==> src/rtl/rop_pkg.sv <==
// Shared types and constants for the random-word pool.
package rop_pkg;

    localparam int ROP_RNG_W  = 64;
    localparam int ROP_WORD_W = 32;

    typedef enum logic [1:0] {
        ROP_POOL_IDLE    = 2'd0,
        ROP_POOL_STIR    = 2'd1,
        ROP_POOL_CAPTURE = 2'd2
    } rop_pool_state_e;

    // Fold the 64-bit PRNG state into one 32-bit sample word.
    function automatic logic [ROP_WORD_W-1:0] rop_fold(input logic [ROP_RNG_W-1:0] r);
        return r[ROP_RNG_W-1:ROP_WORD_W] ^ r[ROP_WORD_W-1:0];
    endfunction

endpackage

==> src/rtl/rop_rng_fifo.sv <==
// First-word-fall-through FIFO: head word is read combinationally at the read pointer.
module rop_rng_fifo #(
    parameter int DEPTH = 4,
    parameter int W     = 32
) (
    input  logic                     clk,
    input  logic                     resetn,
    input  logic                     flush_i,
    input  logic                     push_i,
    input  logic [W-1:0]             push_data_i,
    input  logic                     pop_i,
    output logic                     valid_o,
    output logic [W-1:0]             data_o,
    output logic [$clog2(DEPTH):0]   level_o
);

    localparam int AW = $clog2(DEPTH);
    localparam int LW = AW + 1;
    localparam logic [LW-1:0] DEPTH_L = LW'(DEPTH);

    logic [W-1:0]  mem_q [DEPTH];
    logic [AW-1:0] wptr_q, rptr_q;
    logic [LW-1:0] level_q, level_d;
    logic          push_ok, pop_ok, full, empty;

    assign full    = (level_q == DEPTH_L);
    assign empty   = (level_q == '0);
    // A push into a full FIFO is dropped; flush overrides both sides.
    assign push_ok = push_i && !full && !flush_i;
    assign pop_ok  = pop_i && !empty && !flush_i;

    assign valid_o = !empty;
    assign data_o  = empty ? '0 : mem_q[rptr_q];
    assign level_o = level_q;

    // Level follows the accepted push/pop pair; simultaneous push and pop cancel.
    always_comb begin
        level_d = level_q;
        if (flush_i) begin
            level_d = '0;
        end else if (push_ok && !pop_ok) begin
            level_d = level_q + LW'(1);
        end else if (pop_ok && !push_ok) begin
            level_d = level_q - LW'(1);
        end
    end

    // Storage array is not reset; only the pointers and level define contents.
    always_ff @(posedge clk) begin
        if (push_ok) begin
            mem_q[wptr_q] <= push_data_i;
        end
    end

    // Pointers wrap naturally modulo DEPTH since DEPTH is a power of two.
    always_ff @(posedge clk) begin
        if (!resetn || flush_i) begin
            wptr_q  <= '0;
            rptr_q  <= '0;
            level_q <= '0;
        end else begin
            if (push_ok) wptr_q <= wptr_q + AW'(1);
            if (pop_ok)  rptr_q <= rptr_q + AW'(1);
            level_q <= level_d;
        end
    end

endmodule

==> src/rtl/rop_rng_pool.sv <==
// Pool of decimated PRNG words: stir the PRNG DECIMATE times, fold, push into a FWFT FIFO.
module rop_rng_pool
    import rop_pkg::*;
#(
    parameter int DEPTH    = 4,
    parameter int DECIMATE = 64
) (
    input  logic                      clk,
    input  logic                      resetn,
    output logic                      rng_en,
    input  logic [ROP_RNG_W-1:0]      rng_random,
    input  logic                      flush,
    output logic                      out_valid,
    input  logic                      out_ready,
    output logic [ROP_WORD_W-1:0]     out_data,
    output logic [$clog2(DEPTH):0]    level
);

    localparam int LW = $clog2(DEPTH) + 1;
    localparam logic [LW-1:0] DEPTH_L  = LW'(DEPTH);
    localparam logic [7:0]    DEC_LOAD = 8'(DECIMATE - 1);

    rop_pool_state_e state_q, state_d;
    logic [7:0]      cnt_q, cnt_d;
    logic            rng_en_q;
    logic            push, pop, full;
    logic [LW-1:0]   post_level;

    assign push = (state_q == ROP_POOL_CAPTURE);
    assign pop  = out_valid && out_ready;
    assign full = (level == DEPTH_L);
    // Level after this cycle's push/pop, used to decide whether to keep filling.
    assign post_level = level + ((push && !full) ? LW'(1) : LW'(0))
                              - (pop ? LW'(1) : LW'(0));

    // The PRNG advances on the same edge; flush suppresses the advance immediately.
    assign rng_en = rng_en_q && !flush;

    rop_rng_fifo #(
        .DEPTH (DEPTH),
        .W     (ROP_WORD_W)
    ) u_fifo (
        .clk         (clk),
        .resetn      (resetn),
        .flush_i     (flush),
        .push_i      (push),
        .push_data_i (rop_fold(rng_random)),
        .pop_i       (pop),
        .valid_o     (out_valid),
        .data_o      (out_data),
        .level_o     (level)
    );

    // Fill sequencing: IDLE waits for room, STIR counts advances, CAPTURE pushes one word.
    always_comb begin
        state_d = state_q;
        cnt_d   = cnt_q;
        unique case (state_q)
            ROP_POOL_IDLE: begin
                if (level < DEPTH_L) begin
                    state_d = ROP_POOL_STIR;
                    cnt_d   = DEC_LOAD;
                end
            end
            ROP_POOL_STIR: begin
                if (cnt_q == 8'd0) state_d = ROP_POOL_CAPTURE;
                else               cnt_d   = cnt_q - 8'd1;
            end
            ROP_POOL_CAPTURE: begin
                if (post_level < DEPTH_L) begin
                    state_d = ROP_POOL_STIR;
                    cnt_d   = DEC_LOAD;
                end else begin
                    state_d = ROP_POOL_IDLE;
                end
            end
            default: state_d = ROP_POOL_IDLE;
        endcase
        if (flush) begin
            state_d = ROP_POOL_IDLE;
            cnt_d   = 8'd0;
        end
    end

    // State, counter and registered advance request.
    always_ff @(posedge clk) begin
        if (!resetn) begin
            state_q  <= ROP_POOL_IDLE;
            cnt_q    <= 8'd0;
            rng_en_q <= 1'b0;
        end else begin
            state_q  <= state_d;
            cnt_q    <= cnt_d;
            rng_en_q <= (state_d == ROP_POOL_STIR);
        end
    end

endmodule

==> config.mk <==
export PLATFORM = sky130hd
export DESIGN_NAME = rop_rng_pool
export DESIGN_NICKNAME = d
export VERILOG_FILES = /design/src/rtl/rop_pkg.sv /design/src/rtl/rop_rng_fifo.sv /design/src/rtl/rop_rng_pool.sv
export SDC_FILE = /design/constraint.sdc
export NUM_CORES = 1
export LEC_CHECK = 0
export BUFFER_PORTS_ARGS = -buffer_cell sky130_fd_sc_hd__buf_2
export CELL_PAD_IN_SITES_DETAIL_PLACEMENT = 1
export CELL_PAD_IN_SITES_GLOBAL_PLACEMENT = 2
export CORE_AREA = 2 2 123 125
export DETAILED_ROUTE_END_ITERATION = 6
export DIE_AREA = 0 0 125 127
export HOLD_SLACK_MARGIN = 0.03
export PLACE_DENSITY = 0.83
export SYNTH_ARGS = -nofsm -noshare
export SYNTH_HDL_FRONTEND = slang
export SYNTH_SLANG_ARGS = --single-unit
==> constraint.sdc <==
create_clock -name clk -period 6.1 [get_ports clk]
set_input_delay 0.61 -clock clk [delete_from_list [all_inputs] [get_ports clk]]
set_output_delay 0.61 -clock clk [all_outputs]
set_load 0.02 [all_outputs]
## Yosys cells after proc, flatten, opt, wreduce, memory -nomap -nowiden

Memories as Yosys holds them, arrays and structs flattened. A register that Yosys moved wholly into a read port is not among the register bits.
Index checks and enable logic that the tools add are counted.

| operators by class | value |
|---|---|
| order comparisons | 2 |
| add/sub/neg operators | 7 |
| muxes and demuxes | 18 |
| $mul | 0 |
| shift operators | 0 |
| divide/modulo/power cells | 0 |
| reductions and logical operators | 23 |
| equality and inequality tests | 7 |
| bitwise logic cells | 2 |

Operators by type and width:

| cell | number |
|---|---|
| $mux 32 | 1 |
| $xor 32x32->32 | 1 |
| $mux 8 | 3 |
| $pmux 8 s3 | 1 |
| $mux 2 | 5 |
| $logic_and 1x1->1 | 8 |
| $logic_not 8->1 | 1 |
| $sub 8x1->8 const B | 1 |
| $logic_not 1->1 | 6 |
| $lt 3x3->1 const B | 2 |
| $mux 3 | 2 |
| $ne 2x2->1 const B | 3 |
| $pmux 2 s3 | 1 |
| $mux 1 | 5 |
| $add 2x1->2 const B | 2 |
| $eq 2x1->1 const B | 2 |
| $reduce_and 4->1 | 1 |
| $reduce_or 2->1 | 2 |
| $add 3x1->3 | 1 |
| $add 3x1->3 const B | 1 |
| $eq 3x3->1 const B | 1 |
| $logic_not 3->1 | 1 |
| $reduce_bool 3->1 | 1 |
| $sub 3x1->3 | 1 |
| other kinds (6) | 6 |

| storage, ports and cells | value |
|---|---|
| output and inout bits | 37 |
| bits in latches | 0 |
| flip-flop bits (word level) | 18 |
| word-level logic and storage cells | 66 |
| memory bits (read-only) | 0 |
| memories kept | 1 |
| input port bits | 68 |
| memory bits (writable) | 128 |

Memory list:

| memory | depth | bits a word | read ports | clocked after memory_dff | wr ports | line | source |
|---|---|---|---|---|---|---|---|
| u_fifo.mem_q | 4 | 32 | 1 | 1 | 1 | rop_rng_fifo.sv:21 | `logic [W-1:0] mem_q [DEPTH];` |

## Longest topological paths before layout

Gate-level depths: netlist (run 1).

| logic depth | value |
|---|---|
| depth after elaboration | 11 |
| mapped depth | 12 |
| gate-level depth less buffers | 10 |

## Hierarchy

A second synthesis (run 1) with hierarchy kept.

| second synthesis, totals | value |
|---|---|
| cells, all modules | 373 |
| area total of the unflattened synthesis | 6323.6 sq um |

By module, submodules not included:

| module | cells each | sequential area each (sq um) | area each (sq um) | times used |
|---|---|---|---|---|
| rop_rng_fifo | 254 | 4023.9 | 5360.1 | 1 |
| rop_rng_pool | 119 | 220.2 | 963.4 | 1 |

## Worst setup path after synthesis (run 1)

OpenSTA, ideal clock, no wires.

| timing path | value |
|---|---|
| path type | flip-flop to flip-flop |
| start point | register u_fifo.level_q[1] (netlist: u_fifo.level_o[1]) |
| end point | register cnt_q[5] |
| buffers on the path | 1 |
| arrival | 2460 ps |
| data required time | 5986 ps |
| cell stages (with the launch flop) | 12 |
| clock period less this slack | 2574 ps |
| path slack | 3526 ps |
| library setup time | 114 ps |
| cells stage by stage | dfxtp_1 > or3_1 > buf_2 > and2_1 > ha_1 > inv_1 > ha_1 > nand4b_1 > o31ai_2 > o221a_4 > o311a_1 > a21o_1 |

| between the ends | value |
|---|---|
| word-level cells in the longest chain between the ends | 9 |
| elaborated cells on any way between the ends | 15 |
| classes of those cells | 2 x add/sub; 2 x order compare; 3 x eq/ne; 2 x mux; 6 x reduce/logical |

RTL lines:

| item | line | source |
|---|---|---|
| start, declared | rop_rng_fifo.sv:23 | `logic [LW-1:0] level_q, level_d;` |
| start signal, assigned | rop_rng_fifo.sv:64 | `level_q <= level_d;` |
| $eq 3x3->1 | rop_rng_pool.sv:31 | `assign full = (level == DEPTH_L);` |
| $logic_not 1->1 | rop_rng_pool.sv:33 | `assign post_level = level + ((push && !full) ? LW'(1) : LW'(0))` |
| $logic_and 1x1->1 | rop_rng_pool.sv:33 |  |
| $mux 1 | rop_rng_pool.sv:33 |  |
| $add 3x1->3 | rop_rng_pool.sv:33 |  |
| $sub 3x1->3 | rop_rng_pool.sv:34 | `- (pop ? LW'(1) : LW'(0));` |
| $lt 3x3->1 | rop_rng_pool.sv:70 | `if (post_level < DEPTH_L) begin` |
| $ne 2x2->1 (no line) | n/a |  |
| $reduce_and 4->1 (no line) (*) | n/a |  |
| end signal, assigned | rop_rng_pool.sv:93 | `cnt_q <= cnt_d;` |
| end, declared | rop_rng_pool.sv:24 | `logic [7:0] cnt_q, cnt_d;` |

Mark *: on every way between the ends. The rest lies on a longest branch, timed or not.
A chain may end at the register's enable or synchronous reset.

## Worst setup path in the final report (run 1)

| timing path | value |
|---|---|
| start point | register u_fifo.level_q[1] (netlist: u_fifo.level_o[1]) |
| end point | register cnt_q[7] |

The elaborated chain is that of the path after synthesis.

==> results of run 1 <==
cell usage in the layout, fill, tap and decap left out, types with 2 or more instances in the layout:
cell / count
a21oi_1: 6
mux4_2: 32
nor2_1: 11
and2_1: 33
mux2i_1: 3
edfxtp_1: 128
clkbuf_16: 17
a21o_1: 2
inv_2: 2
a2111oi_0: 2
nand2_1: 6
xor2_1: 35
bufinv_16: 3
dfxtp_2: 2
o221ai_1: 2
xnor2_1: 2
or3_1: 2
nand2b_1: 6
clkinv_1: 7
dfxtp_1: 18
clkinv_2: 2
buf_2: 104
and2_2: 4
a31oi_1: 3
a21oi_2: 2
o21ai_1: 2
a311oi_1: 4
nor2b_1: 4
ha_1: 9
inv_1: 10
routing by layer:
| layer | part of all wire, % | GRT usage, % | up-vias |
|---|---|---|---|
| met5 | 0 | 0 | - |
| met4 | 1.3 | 4.71 | 0 |
| met3 | 5.3 | 5.07 | 17 |
| met2 | 50 | 27.8 | 85 |
| met1 | 43 | 20.8 | 1796 |
| li1 | - | - | 1619 |
flip-flops by register name, indices dropped and copies added (netlist names), named ones only:
| signal | count |
|---|---|
| u_fifo.mem_q | 128 |
| cnt_q | 8 |
| u_fifo.level_o | 3 |
| state_q | 2 |
| u_fifo.rptr_q | 2 |
| u_fifo.wptr_q | 2 |
| rng_en_q | 1 |
worst min-delay path, stage by stage, from the launching register on:
cell	delay [ps]
dfxtp_1	320
xor2_1	60
nor2_1	100
cell families (layout without fill, tap and decap cells):
logic type	after synthesis	count (layout)
DFF	148	148
and+or+nand+nor	78	78
xor gates and xnor gates	37	37
muxes	35	35
AOI/OAI and AO/OA	31	31
buffers and inverters	26	149
adders and majority gates	10	10
power groups by stage:
stage | combinational [mW] | clock [mW] | sequential [mW]
finish | 0.0959 | 1.01 | 1.12
global route | 0.107 | 1.06 | 1.12
CTS | 0.0977 | 1.02 | 1.12
detailed placement | 0.0967 | 0 | 1.14
global placement | 0.0906 | 0 | 1.14
floorplan | 0.0515 | 0 | 1.14
worst paths after layout:
path,from,endpoint,slack [ps]
max,u_fifo.level_o[1],cnt_q[7],2680
min reg2reg,u_fifo.rptr_q[1],register,530
min,u_fifo.rptr_q[1],register,530
max reg2reg,u_fifo.level_o[1],cnt_q[7],2680
through the flow:
step	power [mW]	setup slack (ps)	utilization, %
CTS	2.24	2580	52.5
detailed placement	1.24	2630	48.5
finish	2.22	2680	52.5
floorplan	1.19	3530	-
global placement	1.24	2810	48.5
global route	2.29	2330	52.5
area by class of cell:
class,instances,area [um^2]
Multi-Input combinational cell,191,1950
Inverter,12,45.0
Clock buffer,18,429
Fill cell,1413,6850
Sequential cell,148,4250
Tap cell,184,230
Clock inverter,14,143
Timing Repair Buffer,105,528
==> results.py, run 1 <==
metrics = {
    "detailed_routing": {
        "wl_um": 12400,
        "drtIter0Drc": 197,
        "viasPerCell": 5.23,
        "via_count": 3517,
        "drc": 0,
        "ant_nets": 0,
        "wl_per_cell_um": 18.5,
        "first_pass_iters": 4,
    },
    "sta": {
        "relSlewSlack_pct": 27.2,
        "period_share_pct": 56.0,
        "whs_ps": 525,
        "setup_tns_ps": 0,
        "hold_viol": 0,
        "slew_viol_final": 0,
        "skew_ps": 4.35,
        "max_freq_mhz": 293,
        "tightest_slew_ps": 1090,
        "rsz0062_at_grt": "no",
        "post-route-min-period_ps": 3420,
        "setup_viol": 0,
    },
    "yosys": {
        "synth_edf_count": 128,
        "synthMuxAreaShare_pct": 11.9,
        "synthAdderAreaFrac_pct": 2.10,
        "synthDistinctLibCells": 49,
        "synth_top_family_by_area": "multiplexers",
        "synth_common_cells": "edfxtp_1 (128), and2_1 (37), xor2_1 (35)",
        "synth.most_common_cell": "edfxtp_1",
        "yosysTopAreaCell": "edfxtp_1",
        "syn_area_um2": 6310,
        "ys_ff_latch": 148,
        "ys.flop_type": "edfxtp_1",
        "yosysTopAreaCellShare_pct": 60.9,
        "ys_seq_area_share_pct": 67.3,
        "synth-simple-area-share_pct": 7.76,
        "synth_cells": 365,
        "ys_warn_count": 0,
        "synth-xor-area-share_pct": 5.14,
        "synthTopCellsByArea": "edfxtp_1 (61%), mux4_2 (11%), dfxtp_1 (6.3%)",
        "avgSynthCellArea_um2": 17.3,
        "async_reset_ff_share_pct": 0,
        "syn_nets": 443,
        "synth_compound_area_share_pct": 3.95,
    },
    "placement": {
        "dpl-instance-area_um2": 7000,
        "gp_congestion": 0.771,
        "port_buffers": 104,
        "dp_hpwl_um": 7830,
        "placed_cells": 640,
    },
    "power": {
        "power.share.sequential_pct": 50.5,
        "clkPwrFrac_pct": 45.2,
        "powerDensity_nw_per_um2": 294,
        "combPwrFrac_pct": 4.3,
        "p_leak_nw": 2.76,
        "p_switching_mw": 0.437,
        "p_int_mw": 1.79,
        "peakVddDrop_uv": 219,
        "swShare_pct": 19.6,
    },
    "setup_path": {
        "crit_top_cell": "ha_1",
        "crit_cells": 10,
        "endpoint_kind": "register",
        "reg2reg_depth": 10,
        "slowest_delay_ps": 910,
        "cp_max_fo": 35,
        "cpMaxStageDelayCell": "or3_1",
        "crit_arrival_ps": 3700,
        "crit_family": "simple AND/OR/NAND/NOR gates",
        "start_kind": "register",
        "critical_path_class": "reg2reg",
        "worst-path-buf-inv": 1,
        "critPathRequiredTime_ps": 6380,
        "worstPathCellList": "or3_1 > and2_1 > ha_1 > inv_1 > ha_1 > nor2b_2 > o31ai_2 > o221a_4 > nor2_1 > o221ai_1",
    },
    "floorplan": {
        "die_w_um": 125,
        "num_rows": 44,
        "core-area_um2": 14400,
        "io_pins": 105,
        "initial_core_util_pct": 43.7,
        "die_h_um": 127,
        "dieArea_um2": 15900,
    },
    "clock_network": {
        "post_cts_buffers": 0,
        "cts_resized": 0,
        "cts_tree": "done",
        "holdBufCountCts": 0,
        "clkSinkCount": 148,
        "cts.clk_slew.worst_paths_ps": 50,
        "htree_num_levels": 4,
        "insertion_delay_ps": 420,
        "cts_buffer_depth": 2,
        "cts_buffers": 17,
        "cts-root-buf": "clkbuf_16",
    },
    "flow_run": {
        "drv_cap": 0,
    },
    "cells_and_area": {
        "n_antenna_cell": 0,
        "area_growth_pct": 20.1,
        "final_layout_size_suffix_gt1_share_pct": 36.7,
        "nets": 553,
        "stdcell_area_um2": 7570,
        "instances_no_fill": 672,
    },
    "grt": {
        "grt_max_degree": 36,
        "grt-ovfl-total": 0,
        "grt_usage_pct": 16.5,
        "first_global_vias": 3827,
        "antenna_found_initial": 0,
        "grt_pass1_wl_um": 19900,
    },
    "worst_hold_path": {
        "hold_path_class": "reg2reg",
        "hold_depth": 2,
    },
    "status": {
        "outcome": "finished clean",
    },
}
(Power assumes the default switching activity.)
==> run 2: changes to the inputs <==
- CORE_AREA: 2 2 123 125 -> 2 2 128 130
- DIE_AREA: 0 0 125 127 -> 0 0 130 132
- PLACE_DENSITY: 0.83 -> 0.77
- clock period: 6.1 -> 3.4 ns (I/O delays scaled with it)
==> run 2 against run 1 <==
Flip-flop and latch count did not move. Clock power is 110% higher. Routed wire length is 4.6% higher. Power is 93% higher. Clock skew rose by 6.5 ps. Largest power group is now the clock network. Die area up 8.1%. Register-to-register slack got worse by 1900 ps.
==> results.py, run 2 (synthesized netlist as in run 1, its figures left out) <==
metrics = {
    "grt": {
        "grt-ovfl-total": 0,
        "grt_max_degree": 34,
        "grt_pass1_wl_um": 20800,
        "grt_usage_pct": 16.3,
        "antenna_found_initial": 0,
        "first_global_vias": 3936,
    },
    "detailed_routing": {
        "wl_um": 13000,
        "ant_nets": 0,
        "first_pass_iters": 6,
        "via_count": 3520,
        "drc": 0,
        "viasPerCell": 4.93,
        "drtIter0Drc": 148,
        "wl_per_cell_um": 18.2,
    },
    "floorplan": {
        "io_pins": 105,
        "core-area_um2": 15700,
        "die_w_um": 130,
        "num_rows": 46,
        "dieArea_um2": 17200,
        "initial_core_util_pct": 40.1,
        "die_h_um": 132,
    },
    "clock_network": {
        "cts.clk_slew.worst_paths_ps": 60,
        "cts_buffers": 17,
        "cts_buffer_depth": 2,
        "post_cts_buffers": 0,
        "htree_num_levels": 4,
        "holdBufCountCts": 0,
        "cts_tree": "done",
        "cts-root-buf": "clkbuf_16",
        "cts_resized": 0,
        "clkSinkCount": 148,
        "insertion_delay_ps": 420,
    },
    "sta": {
        "hold_viol": 0,
        "max_freq_mhz": 372,
        "setup_viol": 0,
        "whs_ps": 269,
        "rsz0062_at_grt": "no",
        "slew_viol_final": 0,
        "setup_tns_ps": 0,
        "tightest_slew_ps": 877,
        "post-route-min-period_ps": 2690,
        "period_share_pct": 79.0,
        "relSlewSlack_pct": 41.5,
        "skew_ps": 10.8,
    },
    "setup_path": {
        "critical_path_class": "reg2out",
        "start_kind": "register",
        "reg2reg_depth": 10,
        "reg2reg_slack_ps": 750,
        "critPathRequiredTime_ps": 3060,
        "cp_max_fo": 17,
        "crit_cells": 4,
        "slowest_delay_ps": 720,
        "worst-path-buf-inv": 2,
        "cpMaxStageDelayCell": "dfxtp_2",
        "crit_arrival_ps": 2350,
        "crit_end": "out_data[31]",
        "worstPathCellList": "buf_4 > mux4_2 > and2_1 > buf_2",
        "rr_endpoint": "cnt_q[3]",
        "crit-reg2reg-launch": "u_fifo.level_o[1]",
        "crit_family": "flip-flops",
        "endpoint_kind": "primary output",
    },
    "cells_and_area": {
        "final_cell_mix": "edfxtp_1 (128), buf_2 (104), xor2_1 (35), and2_1 (33), mux4_2 (32)",
        "n_antenna_cell": 0,
        "area_growth_pct": 23.3,
        "final.fill_count": 1534,
        "largest_reg_flops": 128,
        "layout_commonest_cell": "edfxtp_1",
        "nets": 563,
        "final_layout_size_suffix_gt1_share_pct": 39.0,
        "registers.top_by_ff_count": "u_fifo.mem_q",
    },
    "worst_hold_path": {
        "hold_path_class": "in2reg",
    },
    "power": {
        "totalPowerFinal_mw": 4.28,
        "p_leak_nw": 2.85,
        "peakVddDrop_uv": 391,
        "powerDensity_nw_per_um2": 551,
    },
    "flow_run": {
        "drv_cap": 0,
    },
    "placement": {
        "gp_congestion": 0.748,
        "port_buffers": 104,
        "dp_hpwl_um": 8670,
    },
    "status": {
        "outcome": "finished clean",
    },
}
run 2: cell types whose count changed in the layout (fill, tap and decap cells not counted), sizes merged:
cell,delta
bufinv,+3
clkbuf,+1
buf,+10
inv,+2
clkinv,-6
run 2: metal layers:
layer,vias up,wire length (um),track usage [%]
met4,0,178,5.38
met5,-,0,0
li1,1637,-,-
met2,83,6880,28.2
met1,1785,5450,19.6
met3,15,497,4.34
run 2: cell type report:
class	instances	area, um^2	area share (%)
inverters	12	45.0	0.579
clock buffers	19	433	5.57
multi-input cells	191	1950	25.1
clock inverters	13	228	2.93
flip-flops and latches	148	4250	54.6
repair buffers	115	603	7.76
well taps	216	270	3.48
run 2: worst min-delay path by stage:
stage                startpoint                   to  slack [ps]  cells after the start
3_5_place_dp           cnt_q[0]             cnt_q[0]         520                      1
5_1_grt           rng_random[5]   u_fifo.mem_q[3][5]         260                      2
4_1_cts           rng_random[5]   u_fifo.mem_q[3][5]         260                      2
6_report         rng_random[50]  u_fifo.mem_q[0][18]         270                      2
3_3_place_gp           cnt_q[0]             cnt_q[0]         500                      1
2_1_floorplan  u_fifo.rptr_q[1]             register         480                      2
run 2: worst reg2reg max path: stages (launching register included):
cell	delay, ps
dfxtp_1	420
or3_1	430
and2_1	180
ha_1	170
inv_1	60
ha_1	250
nor2b_2	180
o31ai_2	230
o221ai_1	260
a31oi_1	260
a311oi_1	70
run 2: through the flow:
step                cell area [um^2]  setup slack (ps)  std cells  util, %
floorplan                       6310               826        365        -
global placement                7120               843        682     45.3
detailed placement              7120               764        682     45.3
CTS                             7780               622        714     49.5
global route                    7780               509        714     49.5
finish                          7780               714        714     49.5
run 2: where the power goes:
part | internal (mW) | total (mW) | switching, mW | leakage (nW)
combinational | 0.0709 | 0.173 | 0.103 | 1.22
sequential | 2.01 | 2.02 | 0.00955 | 1.31
clock | 1.38 | 2.09 | 0.719 | 0.319
total | 3.45 | 4.28 | 0.831 | 2.85
==> run 3: changes to the inputs <==
- ABC_AREA: default -> 1
- CORE_AREA: 2 2 128 130 -> 2 2 143 145
- DIE_AREA: 0 0 130 132 -> 0 0 145 147
- PLACE_DENSITY: 0.77 -> 0.74
- clock period: 3.4 -> 2.3 ns (I/O delays scaled with it)
==> run 3 against run 2 <==
Cell area up 2.7%. First-iteration DRC count up 0.68%. Utilization down 9.2 points. Combinational power up 59%. Via count up 30%. Global-route usage down 1.1 points. Power up 44%. Routed wire length up 20%. Die area up 24%. Critical path type unchanged. Largest cell class unchanged. Highest routed layer unchanged.
==> results.py, run 3 <==
metrics = {
    "sta": {
        "rsz0062_at_grt": "no",
        "timing.final.ws_setup_ps": 174,
        "setup_viol": 0,
        "skew_ps": 5.90,
        "relSlewSlack_pct": 67.2,
        "max_freq_mhz": 470,
        "period_share_pct": 92.4,
        "whs_ps": 105,
        "tightest_slew_ps": 492,
        "hold_viol": 0,
        "post-route-min-period_ps": 2130,
        "slew_viol_final": 0,
    },
    "clock_network": {
        "holdBufCountCts": 0,
        "htree_num_levels": 4,
        "clkSinkCount": 148,
        "cts_buffer_depth": 2,
        "cts_buffers": 17,
        "cts_resized": 0,
        "cts_tree": "done",
        "post_cts_buffers": 0,
        "insertion_delay_ps": 420,
        "cts.clk_slew.worst_paths_ps": 60,
        "cts-root-buf": "clkbuf_16",
    },
    "yosys": {
        "ys.flop_type": "edfxtp_1",
        "async_reset_ff_share_pct": 0,
        "synth_compound_area_share_pct": 9.18,
        "synthAdderAreaFrac_pct": 2.08,
        "ys_warn_count": 0,
        "synthMuxAreaShare_pct": 0,
        "syn_nets": 663,
        "syn_area_um2": 6380,
        "synthDistinctLibCells": 25,
        "yosysTopAreaCell": "edfxtp_1",
        "yosysTopAreaCellShare_pct": 60.2,
        "synth_common_cells": "nor2_1 (156), edfxtp_1 (128), o21ai_0 (73)",
        "synth_edf_count": 128,
        "ys_ff_latch": 148,
        "avgSynthCellArea_um2": 10.9,
        "synth-simple-area-share_pct": 13.7,
        "synth-xor-area-share_pct": 4.67,
        "synth.most_common_cell": "nor2_1",
        "synth_top_family_by_area": "simple AND/OR/NAND/NOR gates",
        "synthTopCellsByArea": "edfxtp_1 (60%), nor2_1 (9.2%), dfxtp_1 (6.3%)",
        "synth_cells": 585,
        "ys_seq_area_share_pct": 66.5,
    },
    "setup_path": {
        "critPathRequiredTime_ps": 2070,
        "endpoint_kind": "primary output",
        "reg2reg_depth": 14,
        "crit_arrival_ps": 1900,
        "start_kind": "register",
        "cp_max_fo": 28,
        "crit-reg2reg-launch": "u_fifo.level_o[1]",
        "rr_endpoint": "cnt_q[1]",
        "crit_end": "out_data[30]",
        "critical_path_class": "reg2out",
        "reg2reg_slack_ps": 260,
    },
    "cells_and_area": {
        "final_cell_mix": "nor2_1 (152), edfxtp_1 (128), buf_2 (104), o21ai_0 (73), a21oi_1 (44)",
        "n_antenna_cell": 0,
        "largest_reg_flops": 128,
        "area_growth_pct": 25.2,
        "final.fill_count": 2201,
        "final_layout_size_suffix_gt1_share_pct": 23.2,
        "nets": 780,
        "registers.top_by_ff_count": "u_fifo.mem_q",
        "layout_commonest_cell": "nor2_1",
    },
    "floorplan": {
        "initial_core_util_pct": 32.2,
        "dieArea_um2": 21300,
        "core-area_um2": 19800,
        "io_pins": 105,
        "num_rows": 52,
        "die_w_um": 145,
        "die_h_um": 147,
    },
    "detailed_routing": {
        "wl_um": 15500,
        "drc": 0,
        "ant_nets": 0,
        "drtIter0Drc": 149,
        "via_count": 4569,
        "first_pass_iters": 4,
        "wl_per_cell_um": 15.8,
        "viasPerCell": 4.64,
    },
    "grt": {
        "grt_usage_pct": 15.1,
        "antenna_found_initial": 0,
        "grt_max_degree": 34,
        "first_global_vias": 4925,
        "grt_pass1_wl_um": 25100,
        "grt-ovfl-total": 0,
    },
    "power": {
        "p_leak_nw": 3.07,
        "powerDensity_nw_per_um2": 771,
        "totalPowerFinal_mw": 6.16,
        "peakVddDrop_uv": 589,
    },
    "placement": {
        "gp_congestion": 0.749,
        "port_buffers": 104,
        "dp_hpwl_um": 10200,
        "post-place-ws_ps": 81.5,
    },
    "flow_run": {
        "drv_cap": 0,
    },
    "status": {
        "outcome": "finished clean",
    },
    "worst_hold_path": {
        "hold_path_class": "in2reg",
    },
}
==> run 3: routing by layer <==
layer	share of wire, %	track usage [%]
met1	43	17.8
met2	51	26.6
met3	4.3	3.73
met4	2.3	6.44
met5	0	0
==> run 3: metrics by stage <==
stage	util (%)	setup TNS [ps]	instance area [um^2]	std cells
floorplan	-	-54950	6380	585
global placement	37.1	0	7360	953
detailed placement	37.1	0	7360	953
CTS	40.2	0	7980	985
global route	40.3	0	7990	985
finish	40.3	0	7990	985
==> run 3: layout make-up <==
type	instances	area, um^2	share of cell area [%]
tap	270	338	4.23
inverter	38	143	1.79
multi-input combinational	375	1930	24.2
timing repair buffer	122	706	8.83
clock inverter	14	190	2.38
sequential	148	4250	53.2
clock buffer	18	429	5.37
==> run 3: how the worst min path moves through the flow <==
| stage | from | end | slack [ps] | cells past startpoint |
|---|---|---|---|---|
| after floorplan | resetn | state_q[1] | 370 | 2 |
| after global placement | u_fifo.rptr_q[1] | register | 450 | 2 |
| after detailed placement | u_fifo.rptr_q[1] | register | 470 | 2 |
| after CTS | resetn | state_q[1] | 80 | 3 |
| after global routing | resetn | state_q[1] | 100 | 3 |
| final | resetn | state_q[1] | 110 | 3 |
==> run 3: cell families after synthesis <==
logic type                 Yosys count
and+or+nand+nor                    214
adders and majority gates           10
AOI/OAI and AO/OA                  117
DFF                                148
xor gates and xnor gates            34
buffers and inverters               62
==> run 3: power breakdown <==
part	leakage (nW)	switching [mW]	internal, mW	total, mW
Combinational	1.45	0.173	0.102	0.275
Clock	0.299	1.02	1.89	2.91
Sequential	1.32	0.0103	2.97	2.98
Total	3.07	1.20	4.96	6.16
==> run 3: critical path, stage by stage, from the launching register on <==
cell	delay, ps
dfxtp_2	430
buf_4	350
nor2_1	90
nor2_1	100
o21ai_0	90
a21oi_1	210
buf_2	210
